File: config.mk
export PLATFORM = sky130hd
export DESIGN_NAME = vga_rect_painter_flat
export DESIGN_NICKNAME = d
export VERILOG_FILES = /design/src/rtl/vga_rect_painter_if.sv /design/src/rtl/vga_rect_painter.sv /design/src/flat_wrapper.sv
export SDC_FILE = /design/constraint.sdc
export NUM_CORES = 1
export LEC_CHECK = 0
export CORE_AREA = 5 5 89 91
export CTS_CLUSTER_SIZE = 24
export DETAILED_ROUTE_END_ITERATION = 8
export DIE_AREA = 0 0 94 96
export DONT_BUFFER_PORTS = 1
export PLACE_DENSITY = 0.68
export SYNTH_ARGS = -nofsm -noshare
export SYNTH_HDL_FRONTEND = slang
export SYNTH_SLANG_ARGS = --single-unit
File: constraint.sdc
create_clock -name Clock -period 3.3 [get_ports Clock]
set_input_delay 0.165 -clock Clock [delete_from_list [all_inputs] [get_ports Clock]]
set_output_delay 0.165 -clock Clock [all_outputs]
set_load 0.005 [all_outputs]
File: src/rtl/vga_rect_painter_if.sv
// vga_rect_painter_if: rectangle command handshake plus video RAM write port.
interface vga_rect_painter_if #(
    parameter int COL_W = 11,
    parameter int ROW_W = 10
);
    logic             cmd_valid;
    logic             cmd_ready;
    logic [COL_W-1:0] x0;
    logic [ROW_W-1:0] y0;
    logic [COL_W-1:0] x1;
    logic [ROW_W-1:0] y1;
    logic [2:0]       color;
    logic             write_enable;
    logic [COL_W-1:0] write_col;
    logic [ROW_W-1:0] write_row;
    logic [2:0]       rgb;
    logic             busy;
    logic             done;

    modport master (
        output cmd_valid, x0, y0, x1, y1, color,
        input  cmd_ready, write_enable, write_col, write_row, rgb, busy, done
    );

    modport slave (
        input  cmd_valid, x0, y0, x1, y1, color,
        output cmd_ready, write_enable, write_col, write_row, rgb, busy, done
    );
endinterface

File: src/rtl/vga_rect_painter.sv
// vga_rect_painter: clips a filled-rectangle command to the visible area and
// streams one pixel write per clock in raster order, then pulses done.
module vga_rect_painter #(
    parameter int H_VISIBLE = 640,
    parameter int V_VISIBLE = 480,
    parameter int COL_W     = 11,
    parameter int ROW_W     = 10
) (
    input logic              Clock,
    input logic              Reset,
    vga_rect_painter_if.slave bus
);
    localparam logic [COL_W-1:0] X_MAX = COL_W'(H_VISIBLE - 1);
    localparam logic [ROW_W-1:0] Y_MAX = ROW_W'(V_VISIBLE - 1);

    typedef enum logic {IDLE, FILL} state_t;

    state_t           state, state_n;
    logic [COL_W-1:0] x0_q, x0_n, x1_q, x1_n, col_q, col_n, x1c;
    logic [ROW_W-1:0] y1_q, y1_n, row_q, row_n, y1c;
    logic [2:0]       color_q, color_n;
    logic             we_q, we_n, done_q, done_n;
    logic             accept, empty, row_end, last;

    // Only the far corner needs clipping; a start beyond the screen shows up as empty.
    assign x1c     = bus.x1 > X_MAX ? X_MAX : bus.x1;
    assign y1c     = bus.y1 > Y_MAX ? Y_MAX : bus.y1;
    assign empty   = bus.x0 > x1c || bus.y0 > y1c;
    assign accept  = bus.cmd_valid && state == IDLE;
    assign row_end = col_q == x1_q;
    assign last    = row_end && row_q == y1_q;

    always_comb begin
        state_n = state;
        x0_n    = x0_q;
        x1_n    = x1_q;
        y1_n    = y1_q;
        col_n   = col_q;
        row_n   = row_q;
        color_n = color_q;
        we_n    = 1'b0;
        done_n  = 1'b0;
        if (state == IDLE) begin
            if (accept) begin
                done_n = empty;
                if (!empty) begin
                    state_n = FILL;
                    we_n    = 1'b1;
                    x0_n    = bus.x0;
                    x1_n    = x1c;
                    y1_n    = y1c;
                    col_n   = bus.x0;
                    row_n   = bus.y0;
                    color_n = bus.color;
                end
            end
        end else if (last) begin
            state_n = IDLE;
            done_n  = 1'b1;
        end else begin
            we_n  = 1'b1;
            col_n = row_end ? x0_q : col_q + 1'b1;
            row_n = row_end ? row_q + 1'b1 : row_q;
        end
    end

    always_ff @(posedge Clock) begin
        if (Reset) begin
            state   <= IDLE;
            x0_q    <= '0;
            x1_q    <= '0;
            y1_q    <= '0;
            col_q   <= '0;
            row_q   <= '0;
            color_q <= '0;
            we_q    <= 1'b0;
            done_q  <= 1'b0;
        end else begin
            state   <= state_n;
            x0_q    <= x0_n;
            x1_q    <= x1_n;
            y1_q    <= y1_n;
            col_q   <= col_n;
            row_q   <= row_n;
            color_q <= color_n;
            we_q    <= we_n;
            done_q  <= done_n;
        end
    end

    // Ready is gated by Reset so every output reads 0 while reset is held.
    assign bus.cmd_ready    = state == IDLE && !Reset;
    assign bus.busy         = state == FILL;
    assign bus.write_enable = we_q;
    assign bus.write_col    = col_q;
    assign bus.write_row    = row_q;
    assign bus.rgb          = color_q;
    assign bus.done         = done_q;
endmodule

File: src/flat_wrapper.sv
// flat-port wrapper written by rule: the top's interface ports become plain ports
module vga_rect_painter_flat 
#(
    parameter int H_VISIBLE = 640,
    parameter int V_VISIBLE = 480,
    parameter int COL_W     = 11,
    parameter int ROW_W     = 10
)
  (Clock, Reset, bus_cmd_valid, bus_x0, bus_y0, bus_x1, bus_y1, bus_color, bus_cmd_ready, bus_write_enable, bus_write_col, bus_write_row, bus_rgb, bus_busy, bus_done);
  vga_rect_painter_if #(.COL_W(COL_W), .ROW_W(ROW_W)) bus_i ();
  input logic Clock;
  input logic Reset;
  input wire logic [$bits(bus_i.cmd_valid)-1:0] bus_cmd_valid;
  input wire logic [$bits(bus_i.x0)-1:0] bus_x0;
  input wire logic [$bits(bus_i.y0)-1:0] bus_y0;
  input wire logic [$bits(bus_i.x1)-1:0] bus_x1;
  input wire logic [$bits(bus_i.y1)-1:0] bus_y1;
  input wire logic [$bits(bus_i.color)-1:0] bus_color;
  output wire logic [$bits(bus_i.cmd_ready)-1:0] bus_cmd_ready;
  output wire logic [$bits(bus_i.write_enable)-1:0] bus_write_enable;
  output wire logic [$bits(bus_i.write_col)-1:0] bus_write_col;
  output wire logic [$bits(bus_i.write_row)-1:0] bus_write_row;
  output wire logic [$bits(bus_i.rgb)-1:0] bus_rgb;
  output wire logic [$bits(bus_i.busy)-1:0] bus_busy;
  output wire logic [$bits(bus_i.done)-1:0] bus_done;
  assign bus_i.cmd_valid = bus_cmd_valid;
  assign bus_i.x0 = bus_x0;
  assign bus_i.y0 = bus_y0;
  assign bus_i.x1 = bus_x1;
  assign bus_i.y1 = bus_y1;
  assign bus_i.color = bus_color;
  assign bus_cmd_ready = bus_i.cmd_ready;
  assign bus_write_enable = bus_i.write_enable;
  assign bus_write_col = bus_i.write_col;
  assign bus_write_row = bus_i.write_row;
  assign bus_rgb = bus_i.rgb;
  assign bus_busy = bus_i.busy;
  assign bus_done = bus_i.done;
  vga_rect_painter #(.H_VISIBLE(H_VISIBLE), .V_VISIBLE(V_VISIBLE), .COL_W(COL_W), .ROW_W(ROW_W)) u_core (.Clock(Clock), .Reset(Reset), .bus(bus_i));
endmodule
-- Word level (Yosys, flattened, before mapping)
Cells that the tools add are included.
- input port bits: 48
- flip-flop bits (word level): 58
- word-level logic and storage cells: 49
- output and inout port bits: 28
- equality and inequality tests: 5
- bitwise operators: 2
- add/sub/neg operators: 2
- $lt $le $gt $ge: 4
- reduce and logical (&&, ||, !) cells: 9
- muxes and demuxes: 19
- operators by type and width (operator ; number):
    2-to-1 mux 11 bit ; 6
    2-to-1 mux 10 bit ; 6
    adder 11 x 1 -> 11 bit (second input constant) ; 1
    equality test 11 bit ; 1
    > comparator 11 x 10 -> 1 bit (second input constant) ; 1
    > comparator 11 bit ; 1
    adder 10 x 1 -> 10 bit (second input constant) ; 1
    equality test 10 bit ; 1
    > comparator 10 bit ; 1
    > comparator 10 x 9 -> 1 bit (second input constant) ; 1
    2-to-1 mux 1 bit ; 7
    AND reduction 3 bit ; 2
    inequality test 2 bit (second input constant) ; 2
    AND reduction 4 bit ; 1
    logical AND 1 bit ; 3
    inequality test 2 x 1 -> 1 bit (second input constant) ; 1
    NOT 1 bit ; 2
    nonzero test 2 bit ; 1
    zero test 1 bit ; 1
    logical OR 1 bit ; 1

-- Depth between registers and ports, before layout
- depth after elaboration: 7
- gate-level depth with buffers: 13
- gate-level depth less buffers: 10

-- Worst setup path before layout
OpenSTA, ideal clock, no wires.
- kind: input-to-reg
- from: in bus_x1[8]
- to: reg u_core.x1_q[1]
- setup time: 81 ps
- cell stages on the path: 13
- slack: 656 ps
- path buffers: 3
- data arrival time: 2563 ps
- data required time: 3219 ps
- path through: o21a_1 -> or2_2 -> clkbuf_1 -> nor2_1 -> ha_1 -> a21oi_1 -> a21oi_1 -> a2111oi_2 -> o221a_2 -> buf_6 -> buf_6 -> nor2_1 -> a211oi_2
- cells in the longest elaborated chain, start to end: 6
- ends and longest elaborated chain (item ; RTL line ; RTL):
    start, declared ; flat_wrapper.sv:16 ; input wire logic [$bits(bus_i.x1)-1:0] bus_x1;
    > comparator 11 x 10 -> 1 bit ; vga_rect_painter.sv:26 ; assign x1c = bus.x1 > X_MAX ? X_MAX : bus.x1;
    2-to-1 mux 11 bit (*) ; vga_rect_painter.sv:26 ;
    > comparator 11 bit ; vga_rect_painter.sv:28 ; assign empty = bus.x0 > x1c || bus.y0 > y1c;
    logical OR 1 bit ; vga_rect_painter.sv:28 ;
    NOT 1 bit (no line) ; -- ;
    AND reduction 3 bit (no line) ; -- ;
    end signal, assigned ; vga_rect_painter.sv:81 ; x1_q <= x1_n;
    end, declared ; vga_rect_painter.sv:19 ; logic [COL_W-1:0] x0_q, x0_n, x1_q, x1_n, col_q, col_n, x1c;
Every way passes the cells marked *; elsewhere a longest branch is shown, timed or not.
A chain may end at the register's enable or synchronous reset.

-- Final worst setup path
- from: in bus_x1[8]
- to: reg u_core.row_q[1] (netlist: u_core.bus.write_row[1])
- cells in the longest elaborated chain, start to end: 6
- ends and longest elaborated chain (item ; RTL line ; RTL):
    > comparator 11 x 10 -> 1 bit ; vga_rect_painter.sv:26 ;
    2-to-1 mux 11 bit (*) ; vga_rect_painter.sv:26 ;
    > comparator 11 bit (*) ; vga_rect_painter.sv:28 ;
    logical OR 1 bit (*) ; vga_rect_painter.sv:28 ;
    inequality test 2 x 1 -> 1 bit (no line) (*) ; -- ;
    AND reduction 4 bit (no line) (*) ; -- ;
    end signal, assigned ; vga_rect_painter.sv:84 ; row_q <= row_n;
    end, declared ; vga_rect_painter.sv:20 ; logic [ROW_W-1:0] y1_q, y1_n, row_q, row_n, y1c;
Marked as above.

==> flow_metrics.py <==
metrics = {
    "placement": {
        "dpl.cell_count": 513,
        "io_buffer_count": 0,
        "finalWeightedCongestion": 0.831,
        "dp_hpwl_um": 7160,
        "pre_cts_ws_ps": 287,
    },
    "global_routing": {
        "grt_usage_pct": 23.1,
        "grt_max_degree": 56,
        "grt_pass1_vias": 3115,
        "grt_pass1_wl_um": 16000,
        "gr-total-overflow": 0,
        "antenna_found_initial": 0,
    },
    "floorplanning": {
        "core-area_um2": 7060,
        "die-area_um2": 9020,
        "die_y_um": 96,
        "dieWidth_um": 94,
        "pin_count": 76,
        "num_rows": 31,
        "start_util_pct": 52.5,
    },
    "clock_network": {
        "path_clk_slew_ps": 60,
        "cts_tree": "done",
        "cts_resized": 0,
        "cts_root_buffer": "clkbuf_8",
        "cts_sinks": 58,
        "cts_made_buffers": 9,
        "clk_latency_ps": 340,
        "clockBufferDepth": 2,
        "htree_num_levels": 3,
    },
    "setup_path": {
        "critical_path_class": "input port to flip-flop",
        "r2r_slack_ps": 750,
        "crit_arrival_ps": 2880,
        "end_kind": "flip-flop",
        "cp-start-kind": "input port",
        "cp.required_ps": 3520,
        "cp_max_fo": 15,
    },
    "timing": {
        "worst_slew_pin_slew_ps": 738,
        "setup_viol": 0,
        "period_share_pct": 80.7,
        "relSlewSlack_pct": 50.8,
        "finClkSkew_ps": 16.0,
        "fmax_ghz": 0.375,
        "slew_violations": 0,
        "fin_ws_ps": 637,
        "min_period_ps": 2660,
        "rsz0062_at_grt": "no",
        "fin_setup_tns_ps": 0,
        "hold_viol_final": 0,
    },
    "pwr": {
        "p_leak_nw": 1.65,
        "p_comb_share_pct": 23.7,
        "p_sw_mw": 0.682,
        "seqPwrFrac_pct": 40.1,
        "p_per_area_nw_per_um2": 529,
        "power.internal_mw": 1.50,
        "clkPwrFrac_pct": 36.1,
        "ir_drop_mv": 0.290,
        "swShare_pct": 31.2,
    },
    "synthesis": {
        "syn_area_um2": 3700,
        "yosys_warnings": 0,
        "seq_area_frac_synth_pct": 31.4,
        "ys_ff_latch": 58,
        "avgSynthCellArea_um2": 8.51,
        "synth.top_cell.area_share_pct": 31.4,
        "synth_most_common_cell": "dfxtp_1",
        "synth_cells": 435,
        "synth_area_leaders": "dfxtp_1 31%, ha_1 7.8%, xor2_1 5.7%",
        "yosys.cell_types.count": 52,
        "synth-main-ff-cell": "dfxtp_1",
        "synth-async-reset-ratio_pct": 0,
        "yosys.area.top_type": "dfxtp_1",
        "synthTopCellsByCount": "58 x dfxtp_1, 49 x nor2_1, 48 x nand2_1",
        "synth-edff-count": 0,
    },
    "detailed_routing": {
        "vias": 3237,
        "wl_per_cell_um": 18.2,
        "dr.pass1.iters": 4,
        "viasPerCell": 5.93,
        "totalWireLength_um": 9950,
        "remaining_drc_errors": 0,
        "dr.first_iter.drc_count": 352,
        "drtAntennaViolNets": 0,
    },
    "finish": {
        "n_antenna_cell": 0,
        "nets": 513,
        "layoutNonFillerInstCount": 546,
        "area_delta_synth_final_pct": 11.7,
        "drive_above_1_share_pct": 13.9,
    },
    "job": {
        "drv_cap": 0,
    },
    "hold_path": {
        "min_path_type": "input port to flip-flop",
    },
    "run_status": {
        "status": "finished clean",
    },
}
==> flip-flops by register name, indices dropped and copies added, names as in the netlist <==
signal                flops
u_core.bus.rgb            3
u_core.bus.write_col     11
u_core.y1_q              10
u_core.bus.write_row     10
u_core.x0_q              11
u_core.bus.busy           1
u_core.bus.done           1
u_core.x1_q              11
==> worst max-delay path: stages <==
cell and delay [ps]:
o21a_1 180, or2_2 330, nor2_1 180, ha_1 290, a21oi_1 140, o21ai_0 140, a2111oi_2 430, o221a_2 490
buf_4 280, o21ai_0 110, o311a_1 130
==> layout make-up <==
| type | count | area [um2] |
|---|---|---|
| tap | 99 | 124 |
| sequential | 58 | 1160 |
| inverter | 8 | 30.0 |
| clock inverter | 6 | 105 |
| timing repair buffer | 24 | 253 |
| fill | 663 | 2920 |
| clock buffer | 10 | 128 |
| multi-input combinational | 341 | 2330 |
==> cell families (layout without fill, tap and decap cells) <==
kind of cell	count (synthesis)	in the layout	share of synthesized area, %
simple gates	166	166	21.3
compound gates	101	101	21.2
flops	58	58	31.4
buf+inv	37	48	5.71
xor+xnor	30	30	7.09
fa+ha+maj	23	23	7.77
mux	19	19	5.47
other cells	1	2	0.101
==> routing by layer <==
layer,up-vias,part of all wire [%],track usage [%]
met1,1527,46,32.7
li1,1573,-,-
met2,126,44,34.7
met4,0,1.3,7.82
met3,11,8.6,5.08
met5,-,0,0
==> per-stage QoR <==
step                      instance area [um2]  hold slack, ps  total power, mW  utilization [%]
final                                    4140            31.3             2.19             58.6
after global routing                     4140            27.5             2.30             58.6
after CTS                                4140            22.3             2.19             58.6
after detailed placement                 3710             238             1.38             52.6
after global placement                   3710             237             1.36             52.6
after floorplan                          3710             301             1.29                -
==> power by group through the flow <==
stage | registers, mW | clock network, mW | logic [mW]
after global routing | 0.889 | 0.835 | 0.579
after CTS | 0.877 | 0.793 | 0.520
after floorplan | 0.853 | 0 | 0.437
after global placement | 0.890 | 0 | 0.470
final | 0.877 | 0.790 | 0.519
after detailed placement | 0.892 | 0 | 0.485
==> placed cells by master, fill, tap and decap left out, drive strengths merged, types with 4 or more instances in the layout <==
cell type / Yosys / layout
o211ai: 10 / 10
and3: 8 / 8
mux2: 10 / 10
a21o: 5 / 5
inv: 8 / 8
xor2: 24 / 24
nor3: 15 / 15
dfxtp: 58 / 58
o21ai: 9 / 9
xnor2: 6 / 6
nand4: 5 / 5
a21oi: 31 / 31
nand3: 15 / 15
or2: 5 / 5
a211oi: 22 / 22
nand2: 49 / 49
nor4: 5 / 5
nand2b: 5 / 5
o22ai: 4 / 4
dlygate4sd3: 0 / 16
ha: 23 / 23
mux2i: 9 / 9
nor2: 49 / 49
clkbuf: 17 / 10
buf: 12 / 8
==> path summary, 6_finish.rpt <==
| path | from | endpoint | cells past startpoint |
|---|---|---|---|
| max reg2reg | u_core.bus.write_col[4] | u_core.bus.write_col[10] | 6 |
| min reg2reg | u_core.x0_q[2] | u_core.x0_q[2] | 2 |
| max | bus_x1[8] | u_core.bus.write_row[1] | 11 |
| min | Reset | u_core.bus.write_row[1] | 2 |
==> what timing repair did <==
action	in CTS	in global routing
hold buffers	17	0
buffers inserted	0	0
hold endpoints to repair	55	0
Note: power is estimated with default switching activity, not from simulation.
